$ cat src/rtl/yarp_pkg.sv
// Shared types for the yarp RV32I core: opcode classes, ALU selects and sequencer state.
package yarp_pkg;

  // Major opcode classes (IR[6:0]); anything else is illegal
  typedef enum logic [6:0] {
    R_TYPE   = 7'h33,
    I_TYPE_0 = 7'h03,  // loads
    I_TYPE_1 = 7'h13,  // ALU immediate
    I_TYPE_2 = 7'h67,  // JALR
    S_TYPE   = 7'h23,
    B_TYPE   = 7'h63,
    U_TYPE_0 = 7'h37,  // LUI
    U_TYPE_1 = 7'h17,  // AUIPC
    J_TYPE   = 7'h6F
  } riscv_op_t;

  typedef enum logic [3:0] {
    OP_ADD  = 4'd0,
    OP_SUB  = 4'd1,
    OP_SLL  = 4'd2,
    OP_SRL  = 4'd3,
    OP_SRA  = 4'd4,
    OP_OR   = 4'd5,
    OP_AND  = 4'd6,
    OP_XOR  = 4'd7,
    OP_SLTU = 4'd8,
    OP_SLT  = 4'd9
  } alu_op_t;

  typedef enum logic [2:0] {
    StFetchReq,
    StFetchWait,
    StDecode,
    StExecute,
    StMemReq,
    StMemWait,
    StWriteback,
    StTrap
  } ctrl_state_t;

  typedef enum logic [1:0] {
    CauseNone        = 2'd0,
    CauseIllegal     = 2'd1,
    CauseImemTimeout = 2'd2,
    CauseDmemTimeout = 2'd3
  } trap_cause_t;

  // Handshake stall timer width; covers the full legal BUS_TIMEOUT range
  localparam int unsigned TimerW = 16;

endpackage

$ cat src/rtl/yarp_alu_dec.sv
// Combinational ALU-select decoder: opcode/funct3/funct7[5] -> alu_op_t plus illegal flag.
module yarp_alu_dec
  import yarp_pkg::*;
(
  input  logic [6:0] opcode_i,
  input  logic [2:0] funct3_i,
  input  logic       funct7b5_i,
  output alu_op_t    alu_op_o,
  output logic       illegal_o
);

  // Decode the ALU operation; unknown opcodes and B-type funct3 01x flag illegal
  always_comb begin
    alu_op_o  = OP_ADD;
    illegal_o = 1'b0;
    case (opcode_i)
      R_TYPE, I_TYPE_1: begin
        unique case (funct3_i)
          3'b000: alu_op_o = ((opcode_i == R_TYPE) && funct7b5_i) ? OP_SUB : OP_ADD;
          3'b001: alu_op_o = OP_SLL;
          3'b010: alu_op_o = OP_SLT;
          3'b011: alu_op_o = OP_SLTU;
          3'b100: alu_op_o = OP_XOR;
          3'b101: alu_op_o = funct7b5_i ? OP_SRA : OP_SRL;
          3'b110: alu_op_o = OP_OR;
          3'b111: alu_op_o = OP_AND;
        endcase
      end
      B_TYPE: begin
        unique case (funct3_i[2:1])
          2'b00: alu_op_o = OP_SUB;
          2'b01: illegal_o = 1'b1;
          2'b10: alu_op_o = OP_SLT;
          2'b11: alu_op_o = OP_SLTU;
        endcase
      end
      I_TYPE_0, S_TYPE, I_TYPE_2, U_TYPE_0, U_TYPE_1, J_TYPE: alu_op_o = OP_ADD;
      default: illegal_o = 1'b1;
    endcase
  end

endmodule

$ cat src/rtl/yarp_seq_ctrl.sv
// Multi-cycle sequencer for the yarp RV32I datapath: fetch, decode, execute, optional memory
// access and writeback, with a handshake stall timer, sticky trap and retired counter.
module yarp_seq_ctrl
  import yarp_pkg::*;
#(
  parameter int unsigned BUS_TIMEOUT = 255,
  parameter int unsigned RET_CNT_W   = 32
) (
  input  logic                 clk,
  input  logic                 reset,
  output logic                 imem_req_o,
  input  logic                 imem_gnt_i,
  input  logic                 imem_rvalid_i,
  output logic                 dmem_req_o,
  output logic                 dmem_wr_o,
  input  logic                 dmem_gnt_i,
  input  logic                 dmem_rvalid_i,
  input  logic [6:0]           opcode_i,
  input  logic [2:0]           funct3_i,
  input  logic                 funct7b5_i,
  input  logic                 br_taken_i,
  output logic                 ir_we_o,
  output alu_op_t              alu_op_o,
  output logic                 rf_we_o,
  output logic                 pc_we_o,
  output logic                 pc_sel_o,
  output logic                 trap_o,
  output logic [1:0]           trap_cause_o,
  output logic [RET_CNT_W-1:0] retired_o
);

  ctrl_state_t           state_q;
  trap_cause_t           cause_q;
  alu_op_t               alu_op_q;
  logic [TimerW-1:0]     timer_q;
  logic [RET_CNT_W-1:0]  retired_q;
  logic                  imem_req_q, dmem_req_q, dmem_wr_q, ir_we_q;
  logic                  rf_we_q, pc_we_q, pc_sel_q, trap_q;
  // Instruction class, captured at DECODE so later phases do not depend on IR stability
  logic                  is_mem_q, is_store_q, no_rf_q, is_jump_q, is_branch_q;

  alu_op_t               dec_alu_op;
  logic                  dec_illegal;
  logic                  timer_exp;

  yarp_alu_dec u_alu_dec (
    .opcode_i   (opcode_i),
    .funct3_i   (funct3_i),
    .funct7b5_i (funct7b5_i),
    .alu_op_o   (dec_alu_op),
    .illegal_o  (dec_illegal)
  );

  // Expiry is flagged on the last allowed stalled cycle so the trap lands after BUS_TIMEOUT
  always_comb begin
    timer_exp = (timer_q == TimerW'(BUS_TIMEOUT - 1));
  end

  // Sequencer FSM with registered outputs, stall timer and retired counter
  always_ff @(posedge clk) begin
    if (reset) begin
      state_q     <= StFetchReq;
      cause_q     <= CauseNone;
      alu_op_q    <= OP_ADD;
      timer_q     <= '0;
      retired_q   <= '0;
      imem_req_q  <= 1'b0;
      dmem_req_q  <= 1'b0;
      dmem_wr_q   <= 1'b0;
      ir_we_q     <= 1'b0;
      rf_we_q     <= 1'b0;
      pc_we_q     <= 1'b0;
      pc_sel_q    <= 1'b0;
      trap_q      <= 1'b0;
      is_mem_q    <= 1'b0;
      is_store_q  <= 1'b0;
      no_rf_q     <= 1'b0;
      is_jump_q   <= 1'b0;
      is_branch_q <= 1'b0;
    end else begin
      // Single-cycle strobes default low
      ir_we_q  <= 1'b0;
      rf_we_q  <= 1'b0;
      pc_we_q  <= 1'b0;
      pc_sel_q <= 1'b0;
      case (state_q)
        StFetchReq: begin
          if (!imem_req_q) begin
            // First cycle out of reset: raise the request, nothing can be granted yet
            imem_req_q <= 1'b1;
          end else if (imem_gnt_i) begin
            imem_req_q <= 1'b0;
            timer_q    <= '0;
            state_q    <= StFetchWait;
          end else if (timer_exp) begin
            imem_req_q <= 1'b0;
            trap_q     <= 1'b1;
            cause_q    <= CauseImemTimeout;
            state_q    <= StTrap;
          end else begin
            timer_q <= timer_q + TimerW'(1);
          end
        end
        StFetchWait: begin
          if (imem_rvalid_i) begin
            ir_we_q <= 1'b1;
            state_q <= StDecode;
          end else if (timer_exp) begin
            trap_q  <= 1'b1;
            cause_q <= CauseImemTimeout;
            state_q <= StTrap;
          end else begin
            timer_q <= timer_q + TimerW'(1);
          end
        end
        StDecode: begin
          if (dec_illegal) begin
            trap_q  <= 1'b1;
            cause_q <= CauseIllegal;
            state_q <= StTrap;
          end else begin
            alu_op_q    <= dec_alu_op;
            is_mem_q    <= (opcode_i == I_TYPE_0) || (opcode_i == S_TYPE);
            is_store_q  <= (opcode_i == S_TYPE);
            no_rf_q     <= (opcode_i == S_TYPE) || (opcode_i == B_TYPE);
            is_jump_q   <= (opcode_i == J_TYPE) || (opcode_i == I_TYPE_2);
            is_branch_q <= (opcode_i == B_TYPE);
            state_q     <= StExecute;
          end
        end
        StExecute: begin
          if (is_mem_q) begin
            dmem_req_q <= 1'b1;
            dmem_wr_q  <= is_store_q;
            timer_q    <= '0;
            state_q    <= StMemReq;
          end else begin
            // Branch outcome is only valid now, so the PC select is resolved here
            rf_we_q   <= !no_rf_q;
            pc_we_q   <= 1'b1;
            pc_sel_q  <= is_jump_q || (is_branch_q && br_taken_i);
            retired_q <= retired_q + RET_CNT_W'(1);
            state_q   <= StWriteback;
          end
        end
        StMemReq: begin
          if (dmem_gnt_i) begin
            dmem_req_q <= 1'b0;
            dmem_wr_q  <= 1'b0;
            timer_q    <= '0;
            state_q    <= StMemWait;
          end else if (timer_exp) begin
            dmem_req_q <= 1'b0;
            dmem_wr_q  <= 1'b0;
            trap_q     <= 1'b1;
            cause_q    <= CauseDmemTimeout;
            state_q    <= StTrap;
          end else begin
            timer_q <= timer_q + TimerW'(1);
          end
        end
        StMemWait: begin
          if (dmem_rvalid_i) begin
            rf_we_q   <= !no_rf_q;
            pc_we_q   <= 1'b1;
            retired_q <= retired_q + RET_CNT_W'(1);
            state_q   <= StWriteback;
          end else if (timer_exp) begin
            trap_q  <= 1'b1;
            cause_q <= CauseDmemTimeout;
            state_q <= StTrap;
          end else begin
            timer_q <= timer_q + TimerW'(1);
          end
        end
        StWriteback: begin
          imem_req_q <= 1'b1;
          timer_q    <= '0;
          state_q    <= StFetchReq;
        end
        StTrap: begin
          // Absorbing; only reset leaves
        end
      endcase
    end
  end

  assign imem_req_o   = imem_req_q;
  assign dmem_req_o   = dmem_req_q;
  assign dmem_wr_o    = dmem_wr_q;
  assign ir_we_o      = ir_we_q;
  assign alu_op_o     = alu_op_q;
  assign rf_we_o      = rf_we_q;
  assign pc_we_o      = pc_we_q;
  assign pc_sel_o     = pc_sel_q;
  assign trap_o       = trap_q;
  assign trap_cause_o = cause_q;
  assign retired_o    = retired_q;

endmodule
$ cat config.mk
export PLATFORM = sky130hd
export DESIGN_NAME = yarp_seq_ctrl
export DESIGN_NICKNAME = d
export VERILOG_FILES = /design/src/rtl/yarp_pkg.sv /design/src/rtl/yarp_alu_dec.sv /design/src/rtl/yarp_seq_ctrl.sv
export SDC_FILE = /design/constraint.sdc
export NUM_CORES = 1
export LEC_CHECK = 0
export CORE_MARGIN = 2
export CORE_UTILIZATION = 25
export DETAILED_ROUTE_END_ITERATION = 8
export PLACE_DENSITY = 0.53
export SETUP_SLACK_MARGIN = 0.3
export SLEW_MARGIN = 5
export SYNTH_ARGS = -nofsm -noshare
export SYNTH_HDL_FRONTEND = slang
export SYNTH_HIERARCHICAL = 1
export SYNTH_SLANG_ARGS = --single-unit
$ cat constraint.sdc
create_clock -name clk -period 5.6 [get_ports clk]
set_input_delay 1.12 -clock clk [delete_from_list [all_inputs] [get_ports clk]]
set_output_delay 1.12 -clock clk [all_outputs]
set_load 0.02 [all_outputs]
==> key figures <==
Yosys
  • Post-synthesis simple-gate area fraction: 32.76%
  • Sequential share of the synthesized area: 39.24%
  • Syn Area/Cell: 8.209 µm²
  • Main synth FF type: dfxtp_1
  • Leading area contributor after synthesis: dfxtp_1
  • Area share of the largest cell type after synthesis: 39.24%
  • Syn nets: 456
  • Post-synth EDFFs: 0
  • Main combinational cell family by area after synthesis: simple AND/OR/NAND/NOR gates
  • Post-Synth Adder-Cell Area: under 10%
  • Ys async rst share: 0%
  • Flops & latches, synth: 70
  • Post-synthesis compound-gate area fraction: 13.10%
  • Mux share of post-synthesis cell area: 0.5606%
  • Synth area leaders: dfxtp_1 (39%), nor2_1 (6.9%), xor2_1 (6.1%)
  • Cells after synthesis: 435
  • Cell Area, Synth: about 3600 µm²
  • YS warnings: 6
  • Post-Synth XOR/XNOR Area: under 10%
  • Synth cell types: 59

Critical path
  • Req. time, crit path: 5870 ps
  • Peak fanout along the critical path: 14
  • Setup crit end kind: flip-flop
  • Crit path buffers/inverters: 1
  • CP arrival: 3630 ps
  • Max stage delay on crit path: 930 ps
  • Reg2reg setup slack: approximately 2700 ps
  • Startpoint types: input port
  • CP max stage cell: a211oi_2
  • Top delay family on crit path: compound AO/OA/AOI/OAI gates
  • R2r startpoint: state_q[0]
  • R2r endpoint: retired_o[24]
  • Crit Path Category: in -> reg
  • Crit path cell chain: clkdlybuf4s50_1, nand3b_1, a211oi_2, nand3_1, or3_1, a21oi_1
  • R2R cell count: 5

Layout
  • Area of the multi-input gates: slightly above 2000 µm²
  • Share of cells above drive strength 1: 6.504%
  • # diodes: 0
  • Area grow syn2layout: 30.76%
  • Register area: 1401 µm²
  • Nets@finish: 508
  • Fill cells: 1477

Timing
  • Worst Clk Skew: between 7 and 8 ps
  • Slew @ Worst Pin: slightly above 1000 ps
  • Min cycle time layout: 3363 ps
  • Rel. slew slack: 32.23%
  • Max-slew violations: 0
  • Setup TNS: 0 ps
  • Final period utilization: 60.05%
  • Unrepaired setup endpoints after global routing: no
  • Fin. Hold Viols: 0
  • Max Clk Rate: 297.4 MHz
  • Final setup viols: 0

Min path
  • Hold Crit Class: reg -> reg
  • Hold Crit Start: no_rf_q
  • Min-Delay Endpoint: rf_we_o
  • Hold Crit Depth: 1

Clock tree
  • Post-CTS setup buffers: 0
  • CTS clock-pin slew for the worst setup and hold paths: 60 ps
  • Num CTS Buffers: 9
  • Maximum clock insertion buffer count: 2
  • CTS tree: built
  • Clock sink count: 70
  • Clk_lat worst skew: 340 ps
  • Clock root buffer: clkbuf_16
  • CTS H-tree depth: 3
  • Post-cts hold buffer count: 0
  • Post-CTS sizing: 0

Global routing
  • First-pass GRT wire length: 15560 µm
  • Initial antenna violation count: 0
  • Gr ovfl total: 0
  • Number of global-route vias before repair: between 3k and 4k
  • Largest net degree at the start of global routing: 52
  • Total GRT Usage: 12.92%

Pwr
  • Switching pwr: about 0.00031 W
  • Clock power share: 50.4%
  • Internal power: 0.0009846 W
  • Leakage: 1.582 nW
  • Net switching fraction of the power: 24.12%
  • Seq pwr share: 40.5%
  • Power Total: 0.001298 W
  • Max rail drop VDD: 0.1261 mV
  • Gate power share: 9.1%
  • Power per cell area: 277.9 nW/µm²

Floorplan
  • Die area: 15260 µm²
  • # rows: 43
  • DIE HEIGHT: 123.5 µm
  • Core Area: 13930 µm²
  • Die width: 123.5 µm
  • Ports: 64
  • Initial Util: 25.63%

Drt
  • Vias/cell: 4.938
  • Drt drc: 0
  • Final wirelength: around 9300 µm
  • First-pass iteration count of the detailed router: 5
  • Post-DRT Antenna Nets: 0
  • Vias after detailed routing: between 3k and 4k
  • DR WL/cell: approximately 14 µm
  • First DRT Iteration DRCs: 154

Flow run
  • Max Cap Viol: 0

Placed design
  • Post-DP HPWL: 6336 µm
  • IO buf count: 63
  • GP Congestion: 0.7932

Outcome
  • Outcome: completed
-- per-stage QoR --
| step | hold WS [ps] | cell area, µm² | worst slack, ps | cells | util (%) |
|---|---|---|---|---|---|
| after floorplan | 401.1 | 3571 | 3076 | 435 | - |
| after global placement | 411.5 | 4327 | 1886 | 656 | 31.05 |
| after detailed placement | 422.5 | 4327 | 1883 | 656 | 31.05 |
| after CTS | 430.4 | 4669 | 2224 | 672 | 33.51 |
| after global routing | 470.7 | 4669 | 2039 | 672 | 33.51 |
| final | 433.0 | 4669 | 2237 | 672 | 33.51 |
-- routing by layer --
| metal | wire length, µm | GRT usage [%] |
|---|---|---|
| met5 | 0 | 0 |
| met4 | 161 | 5.398 |
| met3 | 528 | 4.151 |
| met2 | 4231 | 19.61 |
| met1 | 4407 | 16.83 |
-- synthesized netlist by cell type (4+ instances only) --
cell type	n
o21ai_0	10
nand2b_1	7
nor2_1	66
nand3_1	23
nand4_1	19
and2_1	4
or3_1	5
a21oi_1	27
buf_2	7
xnor2_1	14
and4_1	5
nor4_1	6
nor3_1	12
nor4b_1	4
and3_1	10
xor2_1	25
dfxtp_1	70
inv_1	8
clkbuf_1	13
nand2_1	36
-- how the worst max path moves through the flow --
| stage | startpoint | slack [ps] | to | depth (start not counted) |
|---|---|---|---|---|
| after floorplan | funct3_i[1] | 3080 | is_store_q | 7 |
| after global placement | dmem_rvalid_i | 1890 | retired_o[24] | 6 |
| after detailed placement | dmem_rvalid_i | 1880 | retired_o[24] | 6 |
| after CTS | dmem_rvalid_i | 2220 | retired_o[24] | 6 |
| after global routing | dmem_rvalid_i | 2040 | retired_o[24] | 6 |
| final | dmem_rvalid_i | 2240 | retired_o[24] | 6 |
-- worst reg2reg max path, cell delays in order (launching register included) --
cell and delay [ps]:
dfxtp_1 800, inv_1 360, a211oi_2 920, nand3_1 260
or3_1 370, a21oi_1 130
-- final cells by class --
| class | instances | share of cell area (%) |
|---|---|---|
| Clock inverter | 4 | 1.635 |
| Clock buffer | 12 | 5.707 |
| Tap cell | 180 | 4.823 |
| Inverter | 8 | 0.6431 |
| Multi-Input combinational cell | 334 | 43.62 |
| Timing Repair Buffer | 64 | 13.56 |
| Sequential cell | 70 | 30.01 |
-- power by group through the flow --
stage | Combinational, W | Sequential, W | Clock (W)
2_1_floorplan | 0.0000881 | 0.000528 | 0
4_1_cts | 0.000119 | 0.000525 | 0.000665
3_3_place_gp | 0.000117 | 0.000536 | 0
6_report | 0.000118 | 0.000526 | 0.000654
5_1_grt | 0.000134 | 0.000528 | 0.000687
3_5_place_dp | 0.000118 | 0.000536 | 0
-- registers in the layout, indices dropped and copies added (netlist names), 2 cells and up --
register      count
trap_cause_o      2
timer_q          16
alu_op_o          4
retired_o        32
state_q           3
-- cell usage in the layout (no fill, tap or decap), types with 3 or more instances in the layout --
cell	synthesis	routed
a211o_1	3	3
a211oi_1	3	3
a21oi_1	27	27
and2_1	4	4
and3_1	10	10
and4_1	5	5
clkbuf_16	0	9
clkbuf_8	0	3
clkdlybuf4s50_1	0	62
dfxtp_1	70	70
ha_1	3	3
inv_1	8	8
nand2_1	36	36
nand2b_1	7	7
nand3_1	23	23
nand3b_1	3	3
nand4_1	19	19
nand4b_1	3	3
nor2_1	66	66
nor3_1	12	12
nor4_1	6	6
nor4b_1	4	4
o21ai_0	10	10
o22ai_1	3	3
o31ai_1	3	3
or3_1	5	5
xnor2_1	14	14
xor2_1	25	25
-- logic make-up after synthesis --
kind of cell | count (synthesis)
adder cells (fa/ha/maj) | 3
XOR/XNOR | 39
flip-flops | 70
AND/OR/NAND/NOR | 221
buffers and inverters | 31
AO/OA/AOI/OAI | 69
multiplexers | 2
(Power assumes the default switching activity.)
